$ cat src/rtl/aer_arb_ctrl_pkg.sv
// Shared types and default widths for the AER arbiter-tree root controller.
package aer_arb_ctrl_pkg;

    localparam int N_CH_DEF   = 16;
    localparam int ADDR_W_DEF = 4;
    localparam int TS_W_DEF   = 16;

    // Root handshake phases.
    typedef enum logic [1:0] {
        ST_IDLE,
        ST_ACK,
        ST_WAIT_RO_LOW,
        ST_DRAIN
    } state_t;

    // Buffered address event. Fields are sized for the default widths;
    // narrower instances zero-extend into them.
    typedef struct packed {
        logic [ADDR_W_DEF-1:0] addr;
        logic [TS_W_DEF-1:0]   ts;
    } evt_t;

endpackage

$ cat src/rtl/aer_evt_fifo.sv
// First-word fall-through event FIFO with valid/ready read side.
module aer_evt_fifo
    import aer_arb_ctrl_pkg::*;
#(
    parameter int DEPTH = 4
) (
    input  logic clk,
    input  logic rst,
    input  logic i_push,
    input  evt_t i_data,
    output logic o_full,
    output logic o_valid,
    input  logic i_ready,
    output evt_t o_data
);

    localparam int PTR_W = $clog2(DEPTH);

    logic [PTR_W:0]   r_wr_ptr;
    logic [PTR_W:0]   r_rd_ptr;
    evt_t             r_mem [DEPTH];
    logic [PTR_W:0]   w_count;
    logic             w_pop;
    logic             w_wr;

    assign w_count = r_wr_ptr - r_rd_ptr;
    assign o_full  = (w_count == (PTR_W + 1)'(DEPTH));
    assign o_valid = (r_wr_ptr != r_rd_ptr);
    assign w_pop   = o_valid & i_ready;
    // A pop frees the head slot in the same cycle, so a full FIFO still accepts.
    assign w_wr    = i_push & (~o_full | w_pop);
    // Head is forced to zero when empty so the outputs have a defined reset value.
    assign o_data  = o_valid ? r_mem[r_rd_ptr[PTR_W-1:0]] : '0;

    // Pointer update on accepted writes and pops.
    always_ff @(posedge clk) begin
        // NOTE: sequential state uses non-blocking assignments so every register samples pre-edge values.
        if (rst) begin
            r_wr_ptr <= '0;
            r_rd_ptr <= '0;
        end else begin
            if (w_wr)  r_wr_ptr <= r_wr_ptr + (PTR_W + 1)'(1);
            if (w_pop) r_rd_ptr <= r_rd_ptr + (PTR_W + 1)'(1);
        end
    end

    // Storage write.
    always_ff @(posedge clk) begin
        // NOTE: storage is deliberately not reset; the pointers alone define which entries are valid.
        if (w_wr) r_mem[r_wr_ptr[PTR_W-1:0]] <= i_data;
    end

endmodule

$ cat src/rtl/aer_arb_ctrl.sv
// Synchronous root controller for the asynchronous AER arbiter tree:
// paces the root 4-phase handshake, decodes the winning leaf and buffers
// timestamped address events.
module aer_arb_ctrl
    import aer_arb_ctrl_pkg::*;
#(
    parameter int N_CH        = N_CH_DEF,
    parameter int ADDR_W      = ADDR_W_DEF,
    parameter int TS_W        = TS_W_DEF,
    parameter int FIFO_DEPTH  = 4,
    parameter int SYNC_STAGES = 2,
    parameter int ACK_TIMEOUT = 63
) (
    input  logic              clk,
    input  logic              rst,
    input  logic              en,
    input  logic              arb_ro,
    output logic              arb_n_ri,
    input  logic [N_CH-1:0]   arb_n_lno,
    output logic              ev_valid,
    input  logic              ev_ready,
    output logic [ADDR_W-1:0] ev_addr,
    output logic [TS_W-1:0]   ev_ts,
    output logic              busy,
    output logic              err_multi,
    output logic              err_timeout
);

    localparam int TMO_W    = $clog2(ACK_TIMEOUT + 1);
    localparam int SETTLE_W = $clog2(SYNC_STAGES + 1);

    logic [SYNC_STAGES-1:0] r_ro_sync;
    logic [N_CH-1:0]        r_nl_sync [SYNC_STAGES];
    logic [N_CH-1:0]        r_nl_prev;
    logic [TS_W-1:0]        r_ts;
    state_t                 r_state;
    logic                   r_n_ri;
    logic [TMO_W-1:0]       r_tmo;
    logic [SETTLE_W-1:0]    r_settle;
    logic                   r_err_multi;
    logic                   r_err_tmo;

    logic                   w_ro_s;
    logic [N_CH-1:0]        w_nl_s;
    logic [N_CH-1:0]        w_zeros;
    logic                   w_stable;
    logic                   w_multi;
    logic [ADDR_W-1:0]      w_low_idx;
    logic                   w_push;
    logic                   w_full;
    evt_t                   w_push_evt;
    evt_t                   w_head;

    assign w_ro_s = r_ro_sync[SYNC_STAGES-1];
    assign w_nl_s = r_nl_sync[SYNC_STAGES-1];

    // Synchronizer chains, cleared to the idle handshake levels.
    always_ff @(posedge clk) begin
        if (rst) begin
            r_ro_sync <= '0;
            for (int i = 0; i < SYNC_STAGES; i++) r_nl_sync[i] <= '1;
        end else begin
            r_ro_sync[0] <= arb_ro;
            r_nl_sync[0] <= arb_n_lno;
            for (int i = 1; i < SYNC_STAGES; i++) begin
                r_ro_sync[i] <= r_ro_sync[i-1];
                r_nl_sync[i] <= r_nl_sync[i-1];
            end
        end
    end

    // Previous leaf-ack sample and free-running timestamp.
    always_ff @(posedge clk) begin
        if (rst) begin
            r_nl_prev <= '1;
            r_ts      <= '0;
        end else begin
            r_nl_prev <= w_nl_s;
            r_ts      <= r_ts + TS_W'(1);
        end
    end

    // A pattern counts once it has held for two cycles; ties resolve to the lowest index.
    assign w_zeros  = ~w_nl_s;
    assign w_stable = (w_nl_s == r_nl_prev) && (w_nl_s != '1);
    assign w_multi  = |(w_zeros & (w_zeros - N_CH'(1)));
    assign w_push   = (r_state == ST_ACK) && w_stable;

    // Lowest low leaf ack and the event to push.
    always_comb begin
        // NOTE: every always_comb output gets a default first, so no path can infer a latch.
        w_low_idx  = '0;
        w_push_evt = '0;
        for (int i = N_CH - 1; i >= 0; i--) begin
            if (w_zeros[i]) w_low_idx = ADDR_W'(i);
        end
        w_push_evt.addr = ADDR_W_DEF'(w_low_idx);
        w_push_evt.ts   = TS_W_DEF'(r_ts);
    end

    // Root handshake FSM with registered acknowledge and sticky error flags.
    // r_settle keeps DRAIN from trusting the cleared synchronizers right after reset,
    // so a request still high across reset is not re-acknowledged.
    always_ff @(posedge clk) begin
        if (rst) begin
            r_state     <= ST_DRAIN;
            r_n_ri      <= 1'b1;
            r_tmo       <= '0;
            r_settle    <= SETTLE_W'(SYNC_STAGES);
            r_err_multi <= 1'b0;
            r_err_tmo   <= 1'b0;
        end else begin
            if (r_settle != '0) r_settle <= r_settle - SETTLE_W'(1);
            case (r_state)
                ST_IDLE: begin
                    if (w_ro_s && en && !w_full) begin
                        r_state <= ST_ACK;
                        r_n_ri  <= 1'b0;
                        r_tmo   <= '0;
                    end
                end
                ST_ACK: begin
                    r_tmo <= r_tmo + TMO_W'(1);
                    if (w_stable) begin
                        r_err_multi <= r_err_multi | w_multi;
                        r_state     <= ST_WAIT_RO_LOW;
                    end else if (r_tmo == TMO_W'(ACK_TIMEOUT - 1)) begin
                        r_err_tmo <= 1'b1;
                        r_state   <= ST_WAIT_RO_LOW;
                    end
                end
                ST_WAIT_RO_LOW: begin
                    if (!w_ro_s) begin
                        r_state <= ST_DRAIN;
                        r_n_ri  <= 1'b1;
                    end
                end
                ST_DRAIN: begin
                    if (!w_ro_s && (w_nl_s == '1) && (r_settle == '0)) r_state <= ST_IDLE;
                end
                default: begin
                    r_state <= ST_DRAIN;
                    r_n_ri  <= 1'b1;
                end
            endcase
        end
    end

    aer_evt_fifo #(
        .DEPTH (FIFO_DEPTH)
    ) u_fifo (
        .clk     (clk),
        .rst     (rst),
        .i_push  (w_push),
        .i_data  (w_push_evt),
        .o_full  (w_full),
        .o_valid (ev_valid),
        .i_ready (ev_ready),
        .o_data  (w_head)
    );

    assign arb_n_ri    = r_n_ri;
    assign ev_addr     = w_head.addr[ADDR_W-1:0];
    assign ev_ts       = w_head.ts[TS_W-1:0];
    assign busy        = (r_state != ST_IDLE);
    assign err_multi   = r_err_multi;
    assign err_timeout = r_err_tmo;

endmodule

$ cat config.mk
export PLATFORM = sky130hd
export DESIGN_NAME = aer_arb_ctrl
export DESIGN_NICKNAME = d
export VERILOG_FILES = /design/src/rtl/aer_arb_ctrl_pkg.sv /design/src/rtl/aer_evt_fifo.sv /design/src/rtl/aer_arb_ctrl.sv
export SDC_FILE = /design/constraint.sdc
export NUM_CORES = 1
export LEC_CHECK = 0
export BUFFER_PORTS_ARGS = -buffer_cell sky130_fd_sc_hd__buf_2
export CORE_MARGIN = 2
export CORE_UTILIZATION = 67
export CTS_BUF_LIST = sky130_fd_sc_hd__clkbuf_4
export CTS_CLUSTER_SIZE = 25
export DETAILED_ROUTE_END_ITERATION = 7
export GPL_TIMING_DRIVEN = 0
export PLACE_DENSITY = 0.87
export SYNTH_ARGS = -nofsm -noshare
export SYNTH_HDL_FRONTEND = slang
export SYNTH_HIERARCHICAL = 1
export SYNTH_SLANG_ARGS = --single-unit
export TNS_END_PERCENT = 30
$ cat constraint.sdc
create_clock -name clk -period 6.5 [get_ports clk]
set_input_delay 1.3 -clock clk [delete_from_list [all_inputs] [get_ports clk]]
set_output_delay 1.3 -clock clk [all_outputs]
set_load 0.02 [all_outputs]
==> results of run 1 <==
==> area by class of cell <==
| cell class | count | area [um2] |
|---|---|---|
| Tap cell | 133 | 166.4 |
| Inverter | 17 | 63.81 |
| Timing Repair Buffer | 45 | 231.5 |
| Clock buffer | 18 | 135.1 |
| Fill cell | 636 | 2355 |
| Multi-Input combinational cell | 312 | 2382 |
| Sequential cell | 167 | 4144 |
| Clock inverter | 14 | 125.1 |
| Buffer | 24 | 126.4 |
==> layer usage <==
layer / share of wire [%] / vias to the layer above
li1: - / 1949
met1: 41 / 1988
met2: 53 / 141
met3: 5.0 / 19
met4: 1.4 / 0
met5: 0 / -
==> cells in the mapped netlist (3+ instances only) <==
| master | number | share of area [%] |
|---|---|---|
| and3_1 | 3 | 0.28 |
| nor3_1 | 3 | 0.22 |
| nand3_1 | 10 | 0.75 |
| a21oi_1 | 9 | 0.67 |
| inv_1 | 17 | 0.95 |
| clkbuf_1 | 14 | 0.78 |
| buf_2 | 5 | 0.37 |
| ha_1 | 16 | 3.0 |
| dfxtp_1 | 87 | 26 |
| nor2b_1 | 25 | 2.3 |
| edfxtp_1 | 80 | 36 |
| a31oi_1 | 4 | 0.37 |
| mux2i_1 | 4 | 0.60 |
| nand4_1 | 17 | 1.6 |
| nand2_1 | 29 | 1.6 |
| nor2_1 | 43 | 2.4 |
| or2_2 | 44 | 4.1 |
| xnor2_1 | 19 | 2.5 |
| mux4_2 | 20 | 6.7 |
| nand2b_1 | 3 | 0.28 |
| o21ai_0 | 11 | 0.82 |
| buf_6 | 4 | 0.67 |
| xor2_1 | 17 | 2.2 |
| o211ai_1 | 4 | 0.45 |
| and4_1 | 3 | 0.39 |
| and2_1 | 4 | 0.37 |
==> state kept, by name, indices dropped and copies added, names as in the netlist, 2 cells and up, named ones only <==
name	count
u_fifo/r_rd_ptr	3
u_fifo/r_wr_ptr	3
r_state	2
r_ro_sync	2
r_nl_sync	32
r_nl_prev	16
r_settle	2
u_fifo/r_mem	80
r_tmo	6
r_ts	16
==> stage by stage <==
| step | hold WS (ns) | setup WS (ns) | std cells | power (mW) |
|---|---|---|---|---|
| after global placement | 0.3910 | 2.951 | 697 | 1.362 |
| after global routing | 0.4389 | 2.505 | 730 | 1.990 |
| after CTS | 0.4242 | 2.691 | 730 | 1.918 |
| final | 0.4235 | 2.729 | 730 | 1.908 |
| after detailed placement | 0.3937 | 3.279 | 698 | 1.377 |
| after floorplan | 0.3895 | 3.615 | 520 | 1.325 |
==> cells by family (layout without fill, tap and decap cells) <==
group,count (synthesis),count (layout)
AOI/OAI and AO/OA,37,37
xor gates and xnor gates,38,38
adders and majority gates,18,18
buffers and inverters,41,118
DFF,167,167
muxes,27,27
and+or+nand+nor,192,192
==> placed cells by master (no fill, tap or decap), types with 5 or more instances in the layout <==
cell / synthesis / layout
ha_1: 16 / 16
xor2_1: 17 / 17
clkbuf_1: 14 / 14
inv_1: 17 / 17
nand2_1: 29 / 29
mux4_2: 20 / 20
buf_2: 5 / 49
edfxtp_1: 80 / 80
buf_6: 4 / 5
clkinvlp_4: 0 / 5
or2_2: 44 / 44
o21ai_0: 11 / 11
a21oi_1: 9 / 9
dfxtp_1: 87 / 87
nor2b_1: 25 / 25
xnor2_1: 19 / 19
nand4_1: 17 / 17
nand3_1: 10 / 10
nor2_1: 43 / 43
clkbuf_4: 0 / 18
==> final timing paths <==
check	startpoint	to	slack [ns]	cells after the start
max	u_fifo/r_wr_ptr[0]$_SDFFE_PP0P_	ev_addr[2]	2.73	7
min	r_nl_sync[0][10]$_SDFF_PP1_	r_nl_sync[0][26]$_SDFF_PP1_	0.42	1
max reg2reg	r_nl_sync[0][21]$_SDFF_PP1_	u_fifo/r_mem[1][10]$_DFFE_PP_	3.25	8
min reg2reg	r_nl_sync[0][10]$_SDFF_PP1_	r_nl_sync[0][26]$_SDFF_PP1_	0.42	1
==> where the power goes <==
part | internal [mW] | switching, mW | total, mW
registers | 1.13 | 0.0235 | 1.15
clock network | 0.195 | 0.357 | 0.552
logic | 0.0883 | 0.115 | 0.203
==> worst reg2reg max path, cell delays in order, from the launching register on <==
cell     delay [ns]
dfxtp_1        0.51
xnor2_1        0.16
nand4_1        0.16
nor4_2         0.45
nand2_1        0.18
nor2_1         0.18
o31ai_2        0.12
nor2_2         0.21
and2_1         0.90
==> results by stage, run 1 <==
Synth:
- Measured against the total synthesized area, the mux share comes to 7.925%.
- The gate count of the mapped netlist is 520.
- The count of cell types in the netlist is 47.
- The largest family of logic cells by synthesized area is simple AND/OR/NAND/NOR gates.
- The most frequently used flop master after synthesis is dfxtp_1.
- Counting flops with a built-in enable in the synthesized netlist gives 80.
- The post-synthesis instance area is 6710 um2.
- The xor/xnor cell area share of the yosys netlist is 5.184%.
- Summing the areas of all compound-gate instances in the mapped netlist gives 3.561% of the synthesized area.
- The average footprint of a synthesized cell is 12.90 um2.
- The number of synthesis warnings is 6.
- The post-synthesis net count is 557.
- The number of flip-flops and latches in the synthesized netlist is 167.
- After synthesis, the share of flip-flops with an asynchronous set or reset is 0%.
- The simple-gate portion of the synthesized area is 15.46%.
- For this run, the register share of the synthesized area comes to 61.76%.
- After Yosys synthesis, full adders, half adders and majority gates account for 3.282% of the synthesized area.

Run:
- Across the run, the number of max-cap violations was 0.

Global routing:
- For met3 alone, demand over resource in global routing was 5.388%.
- The initial antenna violation count is 0.
- Global routing used 23.17% of the available tracks across all layers.
- The maximum number of pins on one net before global-route repair is 21.
- In the global route stage, met2 resource usage came out at 41.59%.
- For this run, global-route usage on met1 was measured as 27.50%.
- The number of global-route vias before repair is 4,059.
- The overall overflow remaining after global route is 0.
- The first global-routing pass estimated 19.55 mm of wire.
- The busiest layer in global routing is met2.

Layout:
- The synthesis-to-layout area growth is 9.901%.
- The final design instance area without fill is 7375 um2.
- The final-stage net count is 621.
- Cells with a size suffix above 1 make up 27.30% of the layout.
- The repair_antennas step left the layout with diodes totalling 0.
- The utilization of the core after routing is 75.80%.

Clock tree:
- At the later pin of the worst-skew pair, clock insertion delay measures 0.54 ns.
- TritonCTS built the clock tree.
- The master cell of the clock root buffer is clkbuf_4.
- The deepest clock path buffer count is 2.
- Buffers inserted during clock tree synthesis total 17.
- The clock slew at the register clock pins of the worst setup and hold paths is 0.13 ns.
- After clock tree synthesis, the repair step resized 0 gates.
- The clock sink count is 167.
- The maximum level of the CTS H-tree is 4.
- The number of setup buffers added after CTS is 0.
- Buffers inserted to repair hold after CTS numbered 0.

Routing:
- The overall routed net length is 11.62 mm.
- The via count is 4,097.
- The via density per instance is 5.612.
- The first detailed-routing pass ran for 5 iterations.
- After detailed routing, the number of remaining DRC violations is 0.
- The wire length per cell is 15.92 um.
- The remaining antenna violation count is 0.
- The number of violations reported at the end of detailed-routing iteration 0 is 250.

STA:
- The final worst clock skew is 0.01857 ns.
- The number of slew-limit violations in the final report came to 0.
- The clock period could shrink to 3.771 ns.
- In the final timing run, aggregate negative setup slack is 0 ns.
- The total count of hold-check failures in the final report is 0.
- Dividing the final minimum period by the clock period gives 58.01%.
- Based on the critical path, the design can be clocked at up to 0.2652 GHz.
- Setup repair after global routing left no endpoint under its margin.
- The worst-margin pin slew is 1.107 ns.
- Measured against its own limit, the worst slew margin works out to 26.21%.
- The total setup violations reported at the end of the flow is 0.

Worst setup path:
- The required time at the endpoint of the critical path is 5.20 ns.
- Together, buffers and inverters on the worst path number 3.
- The cell with the largest stage delay on the worst path is clkbuf_1.
- Traced cell by cell, the critical path runs through inv_1 > ha_1 > nand2_1 > nor2_1 > clkbuf_1 > nor2b_1 > buf_2.
- The nature of the critical path startpoint is a flip-flop.
- The endpoint arrival time on the critical path is 2.47 ns.
- The type of destination of the critical path is a primary output.
- The critical path is of the flip-flop to primary output type.
- On the worst path, the slowest cell contributes a delay of 0.45 ns.
- The gate family responsible for the most delay along the worst path is buffers and inverters.
- Along the worst path, the maximum fanout reaches 10.

Floorplanning:
- The vertical die dimension is 104.1 um.
- The die is 104.1 um wide.
- The standard cell core area is 9729 um2.
- The die footprint is 10,830 um2.
- The I/O pin total is 46.
- The effective utilization at floorplan is 68.97%.
- The initialized floorplan defines 36 standard-cell rows.

Placement:
- The final RePlAce weighted congestion is 0.9061.
- The count of buffers from port buffering is 44.
- Once placement finished, the instance area stood at 7114 um2.
- The total half-perimeter wirelength after legalization and detailed placement is 7.835 mm.

Status:
- The flow ran to the end, and the final reports show no timing, DRC or antenna violations.

Power:
- IR analysis of the VDD net gives a maximum drop of 0.0001964 V.
- The analysis attributes to cell leakage a power of 2.801 nW.
- The total power divided by cell area is 258.7 nW/um2.

Min path:
- The class of the tightest hold or removal check is flip-flop to flip-flop.
Note: power is estimated with default switching activity, not from simulation.
==> run 2: changes to the inputs <==
--- a/config.mk
+++ b/config.mk
@@ -7,12 +7,12 @@
 export LEC_CHECK = 0
 export BUFFER_PORTS_ARGS = -buffer_cell sky130_fd_sc_hd__buf_2
 export CORE_MARGIN = 2
-export CORE_UTILIZATION = 67
+export CORE_UTILIZATION = 56
 export CTS_BUF_LIST = sky130_fd_sc_hd__clkbuf_4
 export CTS_CLUSTER_SIZE = 25
 export DETAILED_ROUTE_END_ITERATION = 7
 export GPL_TIMING_DRIVEN = 0
-export PLACE_DENSITY = 0.87
+export PLACE_DENSITY = 0.78
 export SYNTH_ARGS = -nofsm -noshare
 export SYNTH_HDL_FRONTEND = slang
 export SYNTH_HIERARCHICAL = 1
==> constraint.sdc (replaced) <==
create_clock -name clk -period 3.2 [get_ports clk]
set_input_delay 0.64 -clock clk [delete_from_list [all_inputs] [get_ports clk]]
set_output_delay 0.64 -clock clk [all_outputs]
set_load 0.02 [all_outputs]
==> results by stage, run 2 (synthesized netlist as in run 1, its figures left out) <==
Placement:
- The total half-perimeter wirelength after legalization and detailed placement is 7.750 mm (was 7.835 mm).
- The instance count after placement with tap cells included was 708 (was 698).
- The count of buffers from port buffering is 44 (unchanged).
- The post-placement setup slack is 0.01588 ns (was 3.279 ns).
- The post-detailed-placement cell area is 7131 um2 (was 7114 um2).
- The final RePlAce weighted congestion is 0.8389 (was 0.9061).

Global routing:
- The global-route wire length before repair was 18.62 mm (was 19.55 mm).
- The maximum number of pins on one net before global-route repair came to 21 (unchanged).
- The number of global-route vias before repair is 3,843 (was 4,059).
- The overall overflow remaining after global route is 0 (unchanged).
- The initial antenna violation count is 0 (unchanged).
- The global-route usage over all layers was 19.10% (was 23.17%).

Routing:
- The number of violations reported at the end of detailed-routing iteration 0 is 191 (was 250).
- The remaining antenna violation count is 0 (unchanged).
- The via count is 3,928 (was 4,097).
- The wire length per cell came to 15.55 um (was 15.92 um).
- The via density per instance was 5.308 (was 5.612).
- The overall routed net length was 11.51 mm (was 11.62 mm).
- The length of the first detailed-routing pass in iterations is 4 (was 5).
- The count of unresolved DRC violations after routing is 0 (unchanged).

STA:
- The summed negative setup slack over all endpoints is 0 ns (unchanged).
- The final worst hold slack is 0.2641 ns (was 0.4235 ns).
- The total setup violations reported at the end of the flow is 0 (unchanged).
- The final worst-path setup slack is 0.2146 ns (was 2.729 ns).
- The worst relative slew slack came to 53.02% (was 26.21%).
- RSZ-0062 raised after global routing: no (unchanged).
- The number of slew-limit violations in the final report was 0 (unchanged).
- The total count of hold-check failures in the final report is 0 (unchanged).
- The worst-margin pin slew is 0.7047 ns (was 1.107 ns).
- The maximum clock frequency is 0.3350 GHz.
- The final worst clock skew is 0.01752 ns (was 0.01857 ns).
- The final cycle utilization of the critical path is 93.29%.
- The final critical-path required period is 2.985 ns.

Layout:
- The final-stage net count is 621 (unchanged).
- The share of layout cells above drive strength 1 came to 27.81% (was 27.30%).
- The final design instance area without fill is 7407 um2 (was 7375 um2).
- The area used by multi-input combinational logic is 2386 um2 (was 2382 um2).
- The synthesis-to-layout area growth is 10.39% (was 9.901%).
- The filler cell count in the final layout was 880 (was 636).
- Most frequent cells in the layout: dfxtp_1 (87), edfxtp_1 (80), buf_2 (49) (unchanged).
- The diode insertion count for antenna repair is 0 (unchanged).
- The total area of sequential cells is 4144 um2 (unchanged).
- The utilization of the core after routing is 64.05% (was 75.80%).
- The post-route non-filler standard cell count was 740 (was 730).
- The most common cell after layout, fill and taps aside is dfxtp_1 (unchanged).
- The number of flip-flops under the largest register name is 80 (unchanged).

Worst setup path:
- The beginning of the critical path is u_fifo/r_wr_ptr[0]$_SDFFE_PP0P_ (unchanged).
- The largest fanout on the critical path was 10 (unchanged).
- The endpoint arrival time on the critical path is 2.35 ns (was 2.47 ns).
- The start of the worst register-to-register path is r_nl_sync[0][31]$_SDFF_PP1_ (was r_nl_sync[0][21]$_SDFF_PP1_).
- The number of cell instances on the worst register-to-register path is 9 (was 8).
- The nature of the critical path startpoint is a flip-flop (unchanged).
- The critical register-to-register path endpoint is u_fifo/r_wr_ptr[2]$_SDFFE_PP0P_ (was u_fifo/r_mem[1][10]$_DFFE_PP_).
- The required time at the endpoint of the critical path is 2.56 ns (was 5.20 ns).
- The type of destination of the critical path is a primary output (unchanged).
- The reg2reg setup slack is 0.32 ns (was 3.25 ns).
- The category of the most critical setup path is flip-flop to primary output (unchanged).

Power:
- The total power divided by cell area is 528.9 nW/um2 (was 258.7 nW/um2).
- The worst vdd rail ir drop came to 0.0003901 V (was 0.0001964 V).
- The overall power is 3.917 mW (was 1.908 mW).
- The leakage power summed over all cells is 2.827 nW (was 2.801 nW).

Min path:
- The number of cells on the worst hold path was 2 (was 1).
- The worst hold endpoint is r_nl_sync[0][11]$_SDFF_PP1_ (was r_nl_sync[0][26]$_SDFF_PP1_).
- The worst hold path startpoint is arb_n_lno[11] (was r_nl_sync[0][10]$_SDFF_PP1_).
- The class of the tightest hold or removal check is input port to flip-flop (was flip-flop to flip-flop).

Clock tree:
- The clock sink count is 167 (unchanged).
- The clock tree from TritonCTS is done (unchanged).
- The number of setup buffers added after CTS is 0 (unchanged).
- The clock latency at the later pin of the worst-skew pair is 0.55 ns (was 0.54 ns).
- The number of hold buffers added after cts came to 0 (unchanged).
- The deepest clock path buffer count was 2 (unchanged).
- The clock slew at the register clock pins of the worst setup and hold paths is 0.13 ns (about the same).
- The number of buffers added by the clock tree synthesis step is 17 (unchanged).
- The maximum level of the CTS H-tree is 4 (unchanged).
- The master cell of the clock root buffer is clkbuf_4 (unchanged).

Floorplanning:
- The die footprint came to 12,870 um2 (was 10,830 um2).
- The vertical die dimension was 113.5 um (was 104.1 um).
- The effective utilization at floorplan was 58.02% (was 68.97%).
- The die span in x is 113.5 um (was 104.1 um).
- The count of standard-cell rows is 39 (was 36).
- The standard cell core area is 11,560 um2 (was 9729 um2).
- The I/O pin total is 46 (unchanged).

Status:
- Run status: finished, final reports clean (unchanged).

Run:
- The number of max-cap violations came to 0 (unchanged).
[run 2: changes by cell type in the layout (fill, tap and decap cells not counted), sizes merged]
cell      change
clkinv        +1
clkinvlp      -3
clkbuf        +4
bufinv        +1
inv           -3
[run 2: area by class of cell]
| class | instances | area share, % |
|---|---|---|
| Multi-Input combinational cell | 312 | 32.21 |
| Tap cell | 143 | 2.416 |
| Timing Repair Buffer | 45 | 3.176 |
| Inverter | 17 | 0.8615 |
| Clock buffer | 22 | 2.230 |
| Sequential cell | 167 | 55.95 |
| Clock inverter | 10 | 1.419 |
| Buffer | 24 | 1.740 |
[run 2: what timing repair did]
action	CTS	global route
resized for setup	5	0
hold endpoints to repair	0	0
setup endpoints to repair	67	0
[run 2: worst max-delay path by stage]
stage / cells after the start / slack (ns) / end
floorplan: 9 / 0.51 / u_fifo/r_wr_ptr[2]$_SDFFE_PP0P_
global placement: 8 / -0.40 / u_fifo/r_wr_ptr[2]$_SDFFE_PP0P_
detailed placement: 8 / 0.02 / u_fifo/r_mem[1][15]$_DFFE_PP_
CTS: 7 / 0.13 / ev_ts[0]
global route: 7 / 0.02 / ev_ts[0]
finish: 7 / 0.21 / ev_ts[0]
[run 2: power by group]
part           switching [mW]  internal (mW)  leakage (nW)  total [mW]
logic                   0.227          0.178          1.23       0.404
registers              0.0451           2.29          1.45        2.34
clock network           0.677          0.498         0.146        1.18
total                   0.949           2.97          2.83        3.92
[run 2: critical path, stage by stage (launching register included)]
cell and delay (ns):
dfxtp_1 0.42, inv_1 0.12, ha_1 0.29, nand2_1 0.14, nor2_1 0.27, clkbuf_2 0.31, nor2b_1 0.09, buf_2 0.16
[run 2: per-layer routing]
layer  wire [um]  GRT usage (%)
met1        5028          22.74
met3         429          4.516
met5           0              0
met2        5877          32.57
met4         169          9.756
==> run 3: changes to the inputs <==
--- a/config.mk
+++ b/config.mk
@@ -5,10 +5,12 @@
 export SDC_FILE = /design/constraint.sdc
 export NUM_CORES = 1
 export LEC_CHECK = 0
+export ABC_AREA = 1
 export BUFFER_PORTS_ARGS = -buffer_cell sky130_fd_sc_hd__buf_2
-export CORE_MARGIN = 2
+export CORE_MARGIN = 4
 export CORE_UTILIZATION = 56
 export CTS_BUF_LIST = sky130_fd_sc_hd__clkbuf_4
+export CTS_CLUSTER_DIAMETER = 150
 export CTS_CLUSTER_SIZE = 25
 export DETAILED_ROUTE_END_ITERATION = 7
 export GPL_TIMING_DRIVEN = 0
==> results by stage, run 3 <==
Run:
- The number of max-cap violations is 0 (unchanged).

Power:
- The leakage power summed over all cells is 3.155 nW (was 2.827 nW).
- The part of the total power dissipated in the clock network was 29.3% (was 30.0%).
- The switching power as a share of total power came to 30.32% (was 24.23%).
- The relative contribution of sequential cells to total power is 50.1% (was 59.7%).
- The switching power summed over all nets came to 1.426 mW (was 0.9490 mW).
- The combinational fraction of design power is 20.6% (was 10.3%).
- The cell-internal power came to 3.277 mW (was 2.968 mW).
- The total power divided by cell area is 609.4 nW/um2 (was 528.9 nW/um2).
- The overall power is 4.703 mW (was 3.917 mW).
- The worst vdd rail ir drop is 0.0004005 V (was 0.0003901 V).

Clock tree:
- The number of buffers added by the clock tree synthesis step is 17 (unchanged).
- The clock latency at the later pin of the worst-skew pair is 0.56 ns (was 0.55 ns).
- The master cell of the clock root buffer is clkbuf_4 (unchanged).
- The clock tree from TritonCTS was done (unchanged).
- The deepest clock path buffer count came to 2 (unchanged).
- The clock sink count is 167 (unchanged).
- The number of hold buffers added after cts is 0 (unchanged).
- The clock slew at the register clock pins of the worst setup and hold paths is 0.13 ns (about the same).
- The maximum level of the CTS H-tree came to 4 (unchanged).
- The post-cts gate resize count came to 0 (was 5).
- The number of setup buffers added after CTS was 0 (unchanged).

STA:
- The final cycle utilization of the critical path is 91.54% (was 93.29%).
- RSZ-0062 raised after global routing: no (unchanged).
- The final worst hold slack came to 0.2447 ns (was 0.2641 ns).
- The total setup violations reported at the end of the flow is 0 (unchanged).
- The final worst clock skew is 0.01577 ns (was 0.01752 ns).
- The worst relative slew slack was 54.95% (was 53.02%).
- The final critical-path required period is 2.929 ns (was 2.985 ns).
- The summed negative setup slack over all endpoints is 0 ns (unchanged).
- The worst-margin pin slew was 0.6758 ns (was 0.7047 ns).
- The maximum clock frequency was 0.3414 GHz (was 0.3350 GHz).
- The final worst-path setup slack is 0.2707 ns (was 0.2146 ns).
- The total count of hold-check failures in the final report is 0 (unchanged).
- The number of slew-limit violations in the final report came to 0 (unchanged).

Synth:
- The sequential cell area fraction in the yosys report was 60.28% (was 61.76%).
- The post-synthesis cell type with the largest combined area is edfxtp_1 (unchanged).
- The number of flip-flops and latches in the synthesized netlist is 167 (unchanged).
- The share of flip-flops with an asynchronous set or reset is 0% (unchanged).
- Top cells by count, synth: nor2_1 (118), dfxtp_1 (87), edfxtp_1 (80) (was dfxtp_1 (87), edfxtp_1 (80), or2_2 (44)).
- The gate count of the mapped netlist was 701 (was 520).
- The library cell with the highest instance count after synthesis is nor2_1 (was dfxtp_1).
- The average footprint of a synthesized cell is 9.806 um2 (was 12.90 um2).
- The fraction of synthesized cell area taken by the top area cell type was 34.95% (was 35.80%).
- The number of synthesis warnings was 6 (unchanged).
- The most frequently used flop master after synthesis is dfxtp_1 (unchanged).
- The post-synthesis net count is 738 (was 557).
- Dominant cells by area after synthesis: edfxtp_1 (35%), dfxtp_1 (25%), nor2_1 (6.4%), nand2_1 (4.3%), o21ai_0 (4.3%) (was edfxtp_1 (36%), dfxtp_1 (26%), mux4_2 (6.7%), or2_2 (4.1%), ha_1 (3.0%)).
- The post-synthesis instance area is 6874 um2 (was 6710 um2).
- The count of cell types in the netlist is 44 (was 47).
- The count of flip-flops with a built-in enable after synthesis was 80 (unchanged).

Routing:
- The remaining antenna violation count is 0 (unchanged).
- The length of the first detailed-routing pass in iterations is 5 (was 4).
- The overall routed net length came to 13.34 mm (was 11.51 mm).
- The wire length per cell is 14.36 um (was 15.55 um).
- The count of unresolved DRC violations after routing is 0 (unchanged).
- The via density per instance was 5.315 (was 5.308).
- The via count is 4,938 (was 3,928).
- The number of violations reported at the end of detailed-routing iteration 0 was 277 (was 191).

Layout:
- The final design instance area without fill was 7717 um2 (was 7407 um2).
- The synthesis-to-layout area growth came to 12.27% (was 10.39%).
- The share of layout cells above drive strength 1 is 19.69% (was 27.81%).
- The post-route non-filler standard cell count is 929 (was 740).
- The final-stage net count came to 806 (was 621).
- Most frequent cells in the layout: nor2_1 (115), dfxtp_1 (87), edfxtp_1 (80) (was dfxtp_1 (87), edfxtp_1 (80), buf_2 (49)).
- The utilization of the core after routing is 64.25% (was 64.05%).
- The diode insertion count for antenna repair is 0 (unchanged).
- The number of flip-flops under the largest register name is 80 (unchanged).
- The most common cell after layout, fill and taps aside is nor2_1 (was dfxtp_1).
- The filler cell count in the final layout came to 977 (was 880).

Global routing:
- The overall overflow remaining after global route was 0 (unchanged).
- The global-route usage over all layers was 20.46% (was 19.10%).
- The global-route wire length before repair was 22.69 mm (was 18.62 mm).
- The maximum number of pins on one net before global-route repair was 19 (was 21).
- The initial antenna violation count was 0 (unchanged).
- The number of global-route vias before repair was 4,947 (was 3,843).

Placement:
- The total half-perimeter wirelength after legalization and detailed placement is 9.115 mm (was 7.750 mm).
- The instance count after placement with tap cells included was 897 (was 708).
- The post-detailed-placement cell area was 7380 um2 (was 7131 um2).
- The post-placement setup slack is 0.4841 ns (was 0.01588 ns).
- The final RePlAce weighted congestion is 0.8506 (was 0.8389).
- The count of buffers from port buffering was 45 (was 44).

Worst setup path:
- The nature of the critical path startpoint is a flip-flop (unchanged).
- The category of the most critical setup path is flip-flop to primary output (unchanged).
- The endpoint arrival time on the critical path is 2.29 ns (was 2.35 ns).
- The required time at the endpoint of the critical path was 2.56 ns (about the same).
- The largest fanout on the critical path is 10 (unchanged).
- The reg2reg setup slack is 0.50 ns (was 0.32 ns).
- The type of destination of the critical path is a primary output (unchanged).

Floorplanning:
- The die footprint is 14,110 um2 (was 12,870 um2).
- The effective utilization at floorplan is 57.23% (was 58.02%).
- The count of standard-cell rows was 40 (was 39).
- The standard cell core area is 12,010 um2 (was 11,560 um2).
- The die span in x is 118.8 um (was 113.5 um).
- The I/O pin total is 46 (unchanged).
- The vertical die dimension is 118.8 um (was 113.5 um).

Min path:
- The class of the tightest hold or removal check was input port to flip-flop (unchanged).

Status:
- Run status: finished, final reports clean (unchanged).
==> run 3: changes by cell type in the layout (fill, tap and decap cells not counted), sizes merged, moves of 6 or more <==
cell / before / now
or2: 44 / 35
nor2: 45 / 123
inv: 17 / 69
nor3: 3 / 9
xor2: 18 / 2
a21oi: 9 / 51
nand4: 17 / 10
mux4: 20 / 0
nand2: 29 / 89
o21ai: 11 / 65
nor2b: 25 / 0
==> run 3: worst max-delay path, cell delays in order (launching register included) <==
cell and delay, ns:
dfxtp_1 0.43, inv_1 0.11, ha_1 0.30, nand2_1 0.10, inv_2 0.07, nand2_4 0.10
inv_1 0.09, buf_6 0.15, a21oi_1 0.18, buf_2 0.20
==> run 3: power groups by stage <==
stage | Clock, mW | Sequential (mW) | Combinational (mW)
after floorplan | 0 | 2.39 | 0.698
after global placement | 0 | 2.40 | 0.916
after detailed placement | 0 | 2.40 | 0.968
after CTS | 1.41 | 2.36 | 0.976
after global routing | 1.50 | 2.37 | 1.09
final | 1.38 | 2.36 | 0.970
==> run 3: routing by layer <==
metal  wire length [um]  track usage (%)
met1               5607            24.33
met2               6618            34.64
met3                708            4.593
met4                403            10.72
met5                  0                0
==> run 3: cells by family after synthesis <==
kind of cell    share of synthesized area, %
compound gates                         9.319
flops                                  60.28
fa+ha+maj                              3.076
xor+xnor                               2.166
simple gates                           19.88
buf+inv                                5.278
==> run 3: path summary, 6_finish.rpt <==
check                                        from                       endpoint  cells past startpoint
hold / removal                       arb_n_lno[9]     r_nl_sync[0][9]$_SDFF_PP1_                      2
hold reg to reg        r_nl_sync[0][0]$_SDFF_PP1_    r_nl_sync[0][16]$_SDFF_PP1_                      1
setup reg to reg      r_nl_sync[0][22]$_SDFF_PP1_  u_fifo/r_mem[3][10]$_DFFE_PP_                      8
setup / recovery  u_fifo/r_wr_ptr[0]$_SDFFE_PP0P_                     ev_addr[3]                      9
==> run 3: cell type report <==
type	count	area (um2)	area share [%]
clock buffers	19	142.6	1.848
multi-input cells	445	2379	30.82
repair buffers	49	310.3	4.021
flip-flops and latches	167	4144	53.70
well taps	147	183.9	2.383
inverters	67	251.5	3.259
plain buffers	22	111.4	1.443
clock inverters	13	195.2	2.529
